$ cat src/rtl/serial_subtractor.sv
// serial_subtractor: bit-serial WIDTH-bit subtractor computing a - b, LSB first,
// one bit per clock. Each bit is formed by two cascaded half-subtractor stages
// with a registered borrow. Handshake is start/busy/done.
//
// Parameters:
//   WIDTH       operand/result width, 1..32
// Ports:
//   clk         rising-edge clock
//   rst_n       asynchronous active-low reset
//   start       request, sampled only while idle
//   a, b        minuend / subtrahend, captured on an accepted start
//   busy        high while the serial operation is running
//   done        one-cycle pulse when diff/borrow_out (and ovf) update
//   diff        a - b modulo 2^WIDTH
//   borrow_out  1 iff a < b (unsigned)
//   ovf         signed overflow; exists only when SERIAL_SUB_OVF_EN is defined
//
// Build option: define SERIAL_SUB_OVF_EN to add the ovf port and MSB capture.
module serial_subtractor #(
    parameter int unsigned WIDTH = 8
) (
    input  logic             clk,
    input  logic             rst_n,
    input  logic             start,
    input  logic [WIDTH-1:0] a,
    input  logic [WIDTH-1:0] b,
    output logic             busy,
    output logic             done,
    output logic [WIDTH-1:0] diff,
    output logic             borrow_out
`ifdef SERIAL_SUB_OVF_EN
    ,
    output logic             ovf
`endif
);

    // WIDTH=1 still needs a 1-bit counter.
    localparam int unsigned CW = (WIDTH > 1) ? $clog2(WIDTH) : 1;

    typedef enum logic {
        IDLE = 1'b0,
        RUN  = 1'b1
    } state_t;

    state_t           state, state_next;
    logic [WIDTH-1:0] sa, sb, sr;
    logic             br;
    logic [CW-1:0]    cnt;

    logic             d, br_next, last;
    logic             accept, finish;
    logic [WIDTH:0]   sr_cat;
    logic [WIDTH-1:0] sr_next;

`ifdef SERIAL_SUB_OVF_EN
    logic             am, bm;
`endif

    always_ff @(posedge clk or negedge rst_n) begin
        if (!rst_n) state <= IDLE;
        else        state <= state_next;
    end

    always_comb begin
        state_next = state;
        busy       = 1'b0;
        accept     = 1'b0;
        finish     = 1'b0;
        // First stage: sa - sb; second stage: subtract the incoming borrow.
        d          = sa[0] ^ sb[0] ^ br;
        br_next    = (~sa[0] & sb[0]) | (~(sa[0] ^ sb[0]) & br);
        // Shift d into the MSB; the concat keeps WIDTH=1 free of empty slices.
        sr_cat     = {d, sr};
        sr_next    = sr_cat[WIDTH:1];
        last       = (cnt == CW'(WIDTH - 1));
        unique case (state)
            IDLE: begin
                if (start) begin
                    accept     = 1'b1;
                    state_next = RUN;
                end
            end
            RUN: begin
                busy = 1'b1;
                if (last) begin
                    finish     = 1'b1;
                    state_next = IDLE;
                end
            end
            default: state_next = IDLE;
        endcase
    end

    always_ff @(posedge clk or negedge rst_n) begin
        if (!rst_n) begin
            sa         <= '0;
            sb         <= '0;
            sr         <= '0;
            br         <= 1'b0;
            cnt        <= '0;
            done       <= 1'b0;
            diff       <= '0;
            borrow_out <= 1'b0;
`ifdef SERIAL_SUB_OVF_EN
            am         <= 1'b0;
            bm         <= 1'b0;
            ovf        <= 1'b0;
`endif
        end else begin
            done <= finish;
            if (accept) begin
                sa  <= a;
                sb  <= b;
                br  <= 1'b0;
                cnt <= '0;
`ifdef SERIAL_SUB_OVF_EN
                am  <= a[WIDTH-1];
                bm  <= b[WIDTH-1];
`endif
            end else if (busy) begin
                sa  <= sa >> 1;
                sb  <= sb >> 1;
                sr  <= sr_next;
                br  <= br_next;
                cnt <= cnt + 1'b1;
                if (finish) begin
                    diff       <= sr_next;
                    borrow_out <= br_next;
`ifdef SERIAL_SUB_OVF_EN
                    ovf        <= (am ^ bm) & (sr_next[WIDTH-1] ^ am);
`endif
                end
            end
        end
    end

endmodule

$ cat config.mk
export PLATFORM = sky130hd
export DESIGN_NAME = serial_subtractor
export DESIGN_NICKNAME = d
export VERILOG_FILES = /design/src/rtl/serial_subtractor.sv
export SDC_FILE = /design/constraint.sdc
export NUM_CORES = 1
export LEC_CHECK = 0
export BUFFER_PORTS_ARGS = -buffer_cell sky130_fd_sc_hd__buf_2
export CAP_MARGIN = 0
export CORE_ASPECT_RATIO = 0.7
export CORE_MARGIN = 4
export CORE_UTILIZATION = 30
export DETAILED_ROUTE_END_ITERATION = 12
export MAX_ROUTING_LAYER = met4
export PLACE_DENSITY = 0.51
export SLEW_MARGIN = 20
export SYNTH_ARGS = -nofsm -noshare
export SYNTH_HDL_FRONTEND = slang
export SYNTH_SLANG_ARGS = --single-unit
$ cat constraint.sdc
create_clock -name clk -period 1.8 [get_ports clk]
set_input_delay 0.36 -clock clk [delete_from_list [all_inputs] [get_ports clk]]
set_output_delay 0.36 -clock clk [all_outputs]
set_load 0.1 [all_outputs]
* After elaboration in Yosys (flattened, before gate mapping)
Cells that the tools add are included.
Storage, ports and cells: input port bits 19, register bits after elaboration 39, output and inout port bits 11
Operators by class: add/sub/neg operators 1, equal/unequal tests 1, mux-type cells 15, reduce and logical (&&, ||, !) cells 3, bitwise gates (word level) 9
Operators by type and width (count):
- $mux 8 | 4
- $mux 1 | 8
- $mux 3 | 2
- $not 1->1 | 4
- $add 3x1->3 const B | 1
- $eq 3x3->1 const B | 1
- $reduce_and 3->1 | 1
- $and 1x1->1 | 2
- $pmux 1 s2 | 1
- $reduce_and 2->1 | 1
- $reduce_bool 2->1 | 1
- $xor 1x1->1 | 2
- $or 1x1->1 | 1

* Logic depth before layout (Yosys ltp)
word-level depth 6, depth in mapped cells 4, gate-level depth less buffers 4

* Worst setup path before layout
No wires, ideal clock.
kind register -> register, from register state, to register sr[3], required time 1.675 ns, slack 0.077 ns, data arrival time 1.598 ns, stages on the path, launching flop included 4, period minus slack after synthesis 1.723 ns, path buffers 2, cells stage by stage dfrtp_1 > buf_6 > buf_6 > mux2_4
On the way: cells in the longest elaborated chain, start to end 3, elaborated cells between the ends (all ways) 4, classes of those cells mux (2); bitwise (1); reduce/logical (1)
Ends and longest elaborated chain:
- start: declaration | line 45 | state_t state, state_next;
- start signal: assignment | line 61 | else state <= state_next;
- $mux 1 | line 76 | unique case (state)
- $not 1->1 (no line)
- $reduce_and 2->1 (no line) *
- end signal: assignment | line 123 | sr <= sr_next;
- end: declaration | line 46 | logic [WIDTH-1:0] sa, sb, sr;
Mark *: on every way between the ends. The rest lies on a longest branch, timed or not. A chain may end at the register's enable or synchronous reset.

* Final worst setup path
from register state, to output port busy
On the way: cells in the longest elaborated chain, start to end 1
Ends and longest elaborated chain:
- $mux 1 | line 76
- end: declaration | line 27 | output logic busy,
No other way between the ends.

==> reports/results.ini <==
[status]
result_of_the_run=completed

[route]
routed_wirelength_mm=2.98
post_drt_wl_per_cell_um=13.1
drt-vias-per-instance=4.32
drt_iter0_drc=72
vias=981
remaining_drc_errors=0
drt.antenna.violating_nets=0
first_pass_iters=2

[logic_synthesis]
post_synthesis_sequential_element_count=38
synth_seq_area_share_pct=56.8
synth_fp_nets=144
post_synth.cell_area_avg_um2=13.7
synth_top_cells_by_count=dfrtp_1, mux2i_1, mux2_4, nand2_1, o21ai_1
synthesis.area_mm2=0.00167
synthArstFlopShare_pct=100
area_share_of_the_leading_cell_type_in_the_synthesized_netlist_pct=56.8
synth-edff-count=0
ys.warnings.count=0
netlist.top_cell.by_area=dfrtp_1
netlist_instances=122
yosys.cell_types.count=19
synth_most_common_cell=dfrtp_1
synthFlopType=dfrtp_1
ys_top_cells_by_area=dfrtp_1, mux2_4, mux2i_1

[global_route]
grt_use_total_pct=9.78
grt_max_degree=39
grt_overflow=0
antenna_found_initial=0
grt_pass1_wl_mm=5.31
grt_pass1_vias=1075

[sta]
setup_total_negative_slack_ns=0
setup-violations-final=0
timing.max_slew.rel_slack_pct=66.4
worst_pin_slew_ns=0.504
final_max_slew_viol_count=0
final_min_period_over_clock_period_pct=80.9
grt_setup_unrepaired=false
timing_hold_violations_final=0
worst_clock_skew_ns=0.00731
period_needed_ns=1.46
maxClockFrequency_ghz=0.687
whs_ns=0.121

[clock_tree]
cts_inserted_buffers=5
htree_levels=2
insertion_delay_of_the_later_clocked_pin_in_the_worst_skew_pair_ns=0.28
post_cts_buffers=0
clk_root_buffer_cell=clkbuf_8
post_cts_resize_count=0
ctsHoldBuffers=0
clock_tree.buffer_depth=2
cts.reportedPaths.clkPinSlew_ns=0.08
cts_tree=yes
clock_sink_count=38

[floorplan]
pin_count=30
initial_utilization_pct=31.5
dieArea_mm2=0.00686
floorplan.rows=22
die_w_um=97.3
dieHeight_um=70.5
core_area_mm2=0.00531

[final_layout]
area_growth_pct=20.4
num-fill-cells=520
num-nets-final=176
antenna-diode-count=0
layout-drive-gt1-share_pct=36.8

[worst_hold_path]
hp-class=in2async

[place]
hpwlAfterDp_mm=2.09
numPortBuffers=29
finalWeightedCongestion=0.707

[job]
cap_viol_max_count=0

[critical_path]
critical_path_arrival_ns=1.10
path_class=reg2out
critical_path.startpoint_type=flip-flop
timing.critical_path.fanout_max=15
cp_data_required_time_ns=1.44
worst-r2r-setup-slack_ns=0.35
endpoint_kind_of_the_worst_setup_timing_path=output port

==> sequential cells by signal, summed over array words and instances (netlist names) <==
signal,cells
sr,7
state,1
done,1
borrow_out,1
br,1
cnt,3
sb,8
diff,8
sa,8
==> metrics by stage <==
stage	instance area, um^2	utilization, %	worst slack [ns]	std cells
floorplan	1670	-	0.0771	122
global placement	1880	35.4	0.399	219
detailed placement	1880	35.4	0.354	219
CTS	2020	37.9	0.326	227
global route	2020	37.9	0.288	227
finish	2020	37.9	0.345	227
==> placed cells by master (no fill, tap or decap), types with 4 or more instances in the layout <==
cell      instances
mux2i_1          17
o21ai_0           6
clkbuf_8          5
inv_1             4
buf_2            28
o21ai_1           8
nand2_1          14
mux2_4           14
dfrtp_1          38
==> kinds of logic after synthesis <==
logic type | after synthesis | share of synthesized area (%)
buffers and inverters | 11 | 5.01
AND/OR/NAND/NOR | 19 | 5.38
flip-flops | 38 | 56.8
multiplexers | 33 | 24.1
adder cells (fa/ha/maj) | 3 | 2.69
AO/OA/AOI/OAI | 18 | 6.05
==> final timing paths <==
| path | start | to | cells past startpoint |
|---|---|---|---|
| hold reg to reg | sb[3] | sb[2] | 2 |
| setup / recovery | state | busy | 2 |
| min in group clk | a[7] | sa[7] | 3 |
| max in group asynchronous | rst_n | cnt[0] | 2 |
| setup reg to reg | cnt[0] | diff[5] | 4 |
| hold / removal | rst_n | borrow_out | 2 |
==> cell type report <==
type	count	area (um^2)	share of cell area, %
clock buffer	5	68.8	3.41
timing repair buffer	32	183	9.06
clock inverter	3	68.8	3.41
tap	72	90.1	4.47
inverter	4	15.0	0.745
sequential	38	951	47.2
multi-input combinational	73	639	31.7
==> critical path: stages (launching register included) <==
cell and delay, ns:
dfrtp_1 0.33, buf_4 0.26, buf_12 0.21
==> per-layer routing <==
metal,up-vias,part of all wire [%],track usage (%)
met5,-,0,-
met2,19,44,14.5
met1,477,51,12.7
li1,483,-,-
met4,0,0.50,2.46
met3,2,3.9,3.59
Power is left out: the tool's default activity adds up to more than one toggle a clock period on the data nets, which glitch-free logic cannot reach.
